### config.mk
export PLATFORM = sky130hd
export DESIGN_NAME = wb_arbiter
export DESIGN_NICKNAME = d
export VERILOG_FILES = /design/src/rtl/wb_pkg.sv /design/src/rtl/wb_load_queue.sv /design/src/rtl/wb_arbiter.sv
export SDC_FILE = /design/constraint.sdc
export NUM_CORES = 1
export LEC_CHECK = 0
export CAP_MARGIN = 20
export CORE_ASPECT_RATIO = 0.6
export CORE_MARGIN = 2
export CORE_UTILIZATION = 23
export CTS_BUF_LIST = sky130_fd_sc_hd__clkbuf_4 sky130_fd_sc_hd__clkbuf_8
export DETAILED_ROUTE_END_ITERATION = 7
export PLACE_DENSITY_LB_ADDON = 0.15
export RECOVER_POWER = 25
export REMOVE_ABC_BUFFERS = 1
export SLEW_MARGIN = 20
export SYNTH_ARGS = -nofsm -noshare
export SYNTH_HDL_FRONTEND = slang
export SYNTH_SLANG_ARGS = --single-unit
export TNS_END_PERCENT = 5
### constraint.sdc
create_clock -name clk -period 2.1 [get_ports clk]
set_clock_uncertainty 0.15 [all_clocks]
set_input_delay 0.42 -clock clk [delete_from_list [all_inputs] [get_ports clk]]
set_output_delay 0.42 -clock clk [all_outputs]
set_load 0.02 [all_outputs]
### src/rtl/wb_pkg.sv
// wb_pkg: shared writeback select encodings, default data width and link-select helper.
package wb_pkg;
    localparam int XLEN_DEFAULT = 32;
    localparam logic [1:0] WB_SEL_ALU = 2'd0;
    localparam logic [1:0] WB_SEL_MEM = 2'd1;
    localparam logic [1:0] WB_SEL_PC4 = 2'd2;
    function automatic logic is_link(input logic [1:0] sel);
        return sel >= WB_SEL_PC4;
    endfunction
endpackage

### src/rtl/wb_load_queue.sv
// wb_load_queue: circular FIFO of destination tags for outstanding loads.
// Ports: push/push_tag enqueue, pop dequeues head_tag, count/full/empty status,
// match_tag/match reports whether any valid entry holds match_tag,
// entry_valid/entry_tag expose every slot for the pending-register decode.
module wb_load_queue #(
    parameter int DEPTH = 2,
    localparam int PW = $clog2(DEPTH),
    localparam int CW = PW + 1
) (
    input  logic                  clk,
    input  logic                  rst_n,
    input  logic                  push,
    input  logic [4:0]            push_tag,
    input  logic                  pop,
    output logic [4:0]            head_tag,
    output logic [CW-1:0]         count,
    output logic                  full,
    output logic                  empty,
    input  logic [4:0]            match_tag,
    output logic                  match,
    output logic [DEPTH-1:0]      entry_valid,
    output logic [DEPTH-1:0][4:0] entry_tag
);
    logic [4:0]    tags [DEPTH];
    logic [PW-1:0] wr_ptr;
    logic [PW-1:0] rd_ptr;
    logic [CW-1:0] cnt;
    logic          do_push;
    logic          do_pop;

    assign full     = cnt == CW'(DEPTH);
    assign empty    = cnt == '0;
    assign count    = cnt;
    assign head_tag = tags[rd_ptr];
    assign do_pop   = pop && !empty;
    // a full queue can still accept a push when the head leaves in the same cycle
    assign do_push  = push && (!full || do_pop);

    always_ff @(posedge clk or negedge rst_n) begin
        if (!rst_n) begin
            wr_ptr <= '0;
            rd_ptr <= '0;
            cnt    <= '0;
            for (int i = 0; i < DEPTH; i++) tags[i] <= '0;
        end else begin
            if (do_push) begin
                tags[wr_ptr] <= push_tag;
                wr_ptr       <= wr_ptr + PW'(1);
            end
            if (do_pop) rd_ptr <= rd_ptr + PW'(1);
            cnt <= cnt + CW'(do_push) - CW'(do_pop);
        end
    end

    // slot i is live when its distance from the head is below the occupancy
    for (genvar i = 0; i < DEPTH; i++) begin : g_view
        logic [PW-1:0] off;
        assign off            = PW'(i) - rd_ptr;
        assign entry_valid[i] = {1'b0, off} < cnt;
        assign entry_tag[i]   = tags[i];
    end

    always_comb begin
        match = 1'b0;
        for (int i = 0; i < DEPTH; i++) match = match | (entry_valid[i] && tags[i] == match_tag);
    end
endmodule

### src/rtl/wb_arbiter.sv
// wb_arbiter: single register-file write-port arbiter; load returns beat ALU/link writes.
// Ports: ex_valid/ex_ready/ex_sel/ex_rd/ex_alu/ex_pc writeback request from execute,
// mem_rvalid/mem_rdata in-order load data, rf_we/rf_waddr/rf_wdata registered write,
// lq_count outstanding loads, err_unexpected sticky stray-response flag,
// rd_pending per-register pending-load bits (only when WB_SCOREBOARD_EN is defined).
module wb_arbiter
    import wb_pkg::*;
#(
    parameter int XLEN     = wb_pkg::XLEN_DEFAULT,
    parameter int PC_W     = 10,
    parameter int LQ_DEPTH = 2,
    localparam int CW      = $clog2(LQ_DEPTH) + 1
) (
    input  logic            clk,
    input  logic            rst_n,
    input  logic            ex_valid,
    output logic            ex_ready,
    input  logic [1:0]      ex_sel,
    input  logic [4:0]      ex_rd,
    input  logic [XLEN-1:0] ex_alu,
    input  logic [PC_W-1:0] ex_pc,
    input  logic            mem_rvalid,
    input  logic [XLEN-1:0] mem_rdata,
    output logic            rf_we,
    output logic [4:0]      rf_waddr,
    output logic [XLEN-1:0] rf_wdata,
    output logic [CW-1:0]   lq_count,
    output logic            err_unexpected
`ifdef WB_SCOREBOARD_EN
    ,output logic [31:0]    rd_pending
`endif
);
    logic                    is_mem;
    logic                    pop;
    logic                    push;
    logic                    alu_fire;
    logic                    waw_hit;
    logic                    lq_full;
    logic                    lq_empty;
    logic                    tag_match;
    logic [4:0]              head_tag;
    logic [PC_W-1:0]         pc_inc;
    logic                    wr_en;
    logic [4:0]              wr_addr;
    logic [XLEN-1:0]         wr_data;
    logic [LQ_DEPTH-1:0]     entry_valid;
    logic [LQ_DEPTH-1:0][4:0] entry_tag;

    wb_load_queue #(.DEPTH(LQ_DEPTH)) u_lq (
        .clk         (clk),
        .rst_n       (rst_n),
        .push        (push),
        .push_tag    (ex_rd),
        .pop         (pop),
        .head_tag    (head_tag),
        .count       (lq_count),
        .full        (lq_full),
        .empty       (lq_empty),
        .match_tag   (ex_rd),
        .match       (tag_match),
        .entry_valid (entry_valid),
        .entry_tag   (entry_tag)
    );

    assign is_mem   = ex_sel == WB_SEL_MEM;
    assign pop      = mem_rvalid && !lq_empty;
    assign waw_hit  = ex_rd != '0 && tag_match;
    assign ex_ready = is_mem ? (!lq_full || pop) : (!pop && !waw_hit);
    assign push     = ex_valid && ex_ready && is_mem;
    assign alu_fire = ex_valid && ex_ready && !is_mem;
    assign pc_inc   = ex_pc + PC_W'(1);

    // x0 destinations never reach the port; loads to x0 still pop to keep responses aligned
    always_comb begin
        wr_addr = pop ? head_tag : ex_rd;
        wr_data = pop ? mem_rdata : (is_link(ex_sel) ? XLEN'(pc_inc) : ex_alu);
        wr_en   = (pop || alu_fire) && wr_addr != '0;
    end

    always_ff @(posedge clk or negedge rst_n) begin
        if (!rst_n) begin
            rf_we          <= 1'b0;
            rf_waddr       <= '0;
            rf_wdata       <= '0;
            err_unexpected <= 1'b0;
        end else begin
            rf_we <= wr_en;
            if (wr_en) begin
                rf_waddr <= wr_addr;
                rf_wdata <= wr_data;
            end
            if (mem_rvalid && lq_empty) err_unexpected <= 1'b1;
        end
    end

`ifdef WB_SCOREBOARD_EN
    always_comb begin
        rd_pending = '0;
        for (int i = 0; i < LQ_DEPTH; i++) if (entry_valid[i]) rd_pending[entry_tag[i]] = 1'b1;
        rd_pending[0] = 1'b0;
    end
`else
    logic unused_view;
    assign unused_view = ^{entry_valid, entry_tag};
`endif
endmodule

==> reports/metrics.cfg, run 1 <==
[outcome]
status=finished with violations
violations=negative setup slack

[global_route]
grt-busiest-layer=met1
grt_use_met1_pct=20.6
grt_max_degree=54
grt_pass1_wl_um=15400
grt_pass1_vias=2860
grtUsageMet2_pct=18.1
grt.total_usage_pct=13.6
globalRouteMet3Util_pct=5.30
overflow=0
antenna_found_initial=0

[place]
hpwl_um=7260
io_buffers=126
place_ws_ps=-1250
dp_cells=629
gp_congestion=0.788
postPlaceCellArea_um2=4840

[sta]
rsz0062_at_grt=true
slew_headroom_pct=48.0
final.setup.worst_slack_ps=-476
timing.fmax_mhz=388
fin_crit_sh_pct=123
finalMaxSlewViolations=0
hold_viol=0
fin_crit_ps=2580
finalSetupViolations=41
worst_pin_slew_ps=780

[yosys]
yosysWarnings=0
syn-cell-area_um2=3100
ys_top_cells_by_area=dfrtp_1, mux2i_1, nor3b_1
ys_ff_latch=53
synth_edf_count=0
synthDistinctLibCells=43
ys_async_sr_fraction_pct=100
yosysTopAreaCell=dfrtp_1
synth_area_per_cell_um2=10.2
synth_top_area_share_pct=42.7
ys.flop_type=dfrtp_1
syn_inst=305
yosysSeqAreaShare_pct=42.7

[drt]
routedWlPerCell_um=15.1
drt_iter0_markers=86
via_per_inst=4.37
ant_nets=0
drc=0
vias=2835
firstDrtPassIters=4
drt_wl_total_um=9780

[clock_tree]
root_buffer=clkbuf_8
htree_levels=2
clock_latency_ps=310
cts_sinks=53
path_clk_slew_ps=100
cts.path.max_buffers=2
numCtsBuffers=5
cts_tree=yes

[layout]
antennaDiodeCount=0
synthToLayoutAreaGrowth_pct=66.4
mostFrequentLayoutCells=clkdlybuf4s50_1, dfrtp_1, buf_4
stdcell_count=649
final_area_um2=5160
final_common_cell=clkdlybuf4s50_1
nNetsFinal=567
drive_above_1_share_pct=18.8

[power]
seq_power_share_pct=29.7
vdd_drop_max_mv=0.393
power_switching_mw=2.33
clkPwrFrac_pct=10.4
intPower_mw=3.70
p_leak_nw=2.24
p_per_area_nw_per_um2=1170
p_total_mw=6.03
sw_frac_of_total_pct=38.6
pwr-share-comb_pct=59.9

[die]
die_x_um=154
io-pin-count=127
dieHeight_um=94.0
coreArea_um2=13000
dieArea_um2=14500
start_util_pct=23.8
rows=32

[job]
cap_violations=0

[setup_path]
crit_chain=clkdlybuf4s15_1, or4_4, o211ai_1, o22a_4, a21oi_4, a21oi_2, buf_6
cp.required_ps=1530
cp_max_fo=2
slowest_stage=or4_4
critPathKind=input port to output pin
slowest_delay_ps=540
cp-start-kind=input port
arrival_ps=2010
cp-end-kind=output pin

[worst_hold_path]
hold_path_class=flip-flop to flip-flop

[sequential cells by signal, summed over array words and instances, names as in the netlist]
signal	count
u_lq.rd_ptr	1
u_lq.count	2
u_lq.wr_ptr	1
u_lq.entry_tag	10
rf_wdata	32
rf_waddr	5
err_unexpected	1
rf_we	1
[power by group through the flow]
stage	registers, mW	clock network [mW]	logic [mW]
after floorplan	2.27	0	1.18
after global placement	1.79	0	3.30
after detailed placement	1.80	0	3.32
after CTS	1.80	0.662	3.41
after global routing	1.85	0.714	3.92
final	1.79	0.626	3.62
[worst paths after layout]
path                                 from                end  slack (ps)  cells after the start
min reg2reg                err_unexpected     err_unexpected         330                      1
max reg2reg                 u_lq.count[0]        rf_wdata[7]        -390                     11
max                              ex_rd[2]           ex_ready        -480                      7
max in group asynchronous           rst_n  u_lq.entry_tag[9]         600                      3
min in group asynchronous           rst_n     err_unexpected         660                      3
min                        err_unexpected     err_unexpected         330                      1
[metal layers]
| layer | routed length, µm | vias to the layer above |
|---|---|---|
| met5 | 0 | - |
| met4 | 38 | 0 |
| met3 | 855 | 4 |
| met2 | 3650 | 102 |
| met1 | 5240 | 1329 |
| li1 | - | 1400 |
[area by class of cell]
| type | instances | area [µm²] |
|---|---|---|
| fillers | 1288 | 7850 |
| multi-input cells | 200 | 1600 |
| well taps | 170 | 213 |
| inverters | 33 | 126 |
| clock buffers | 7 | 90.1 |
| flip-flops and latches | 53 | 1330 |
| repair buffers | 186 | 1810 |
[kinds of logic (layout without fill, tap and decap cells)]
kind of cell    Yosys count  after routing  synth area share (%)
compound gates           61             61                  11.9
simple gates             61             61                  12.1
mux                      54             54                  18.3
flops                    53             53                  42.7
buf+inv                  52            226                  7.78
xor+xnor                 21             21                  5.93
fa+ha+maj                 3              3                  1.21
[critical path, delay by kind of cell]
| kind | cells | cell delay, ps |
|---|---|---|
| buf+inv | 2 | 320 |
| compound gates | 4 | 710 |
| simple gates | 1 | 540 |
[cells in the mapped netlist, drive strengths merged, types with 2 or more instances]
| cell | number |
|---|---|
| a21oi | 34 |
| buf | 8 |
| clkbuf | 11 |
| dfrtp | 53 |
| ha | 3 |
| inv | 33 |
| mux2 | 23 |
| mux2i | 31 |
| nand2 | 13 |
| nand3 | 3 |
| nor2 | 6 |
| nor2b | 4 |
| nor3b | 26 |
| o211ai | 2 |
| o21ai | 10 |
| o22a | 2 |
| o22ai | 3 |
| o2bb2ai | 2 |
| or4 | 2 |
| xnor2 | 14 |
| xor2 | 7 |
[repair_timing]
| action | 4_1_cts | 5_1_grt |
|---|---|---|
| pin swaps | 8 | 6 |
| gates cloned | 0 | 2 |
| hold buffers | 1 | 0 |
| endpoints found under the hold margin | 53 | 0 |
| setup buffers | 2 | 8 |
| endpoints found under the setup margin | 52 | 52 |
| resized for setup | 30 | 13 |
[through the flow]
stage          setup TNS [ps]  hold WS, ps  util, %
2_1_floorplan          -62970        -25.6        -
3_3_place_gp           -35450          296     37.2
3_5_place_dp           -38410          298     37.2
4_1_cts                -13400          337     38.5
5_1_grt                -17360          358     39.7
6_report               -13530          326     39.7
Note: power is estimated with default switching activity, not from simulation.
==> inputs of run 2 (changes only) <==
- CAP_MARGIN: 20 -> default
- SLEW_MARGIN: 20 -> 30
==> results of run 2 <==
The final DEF is identical to that of run 1; final timing and power are the same.
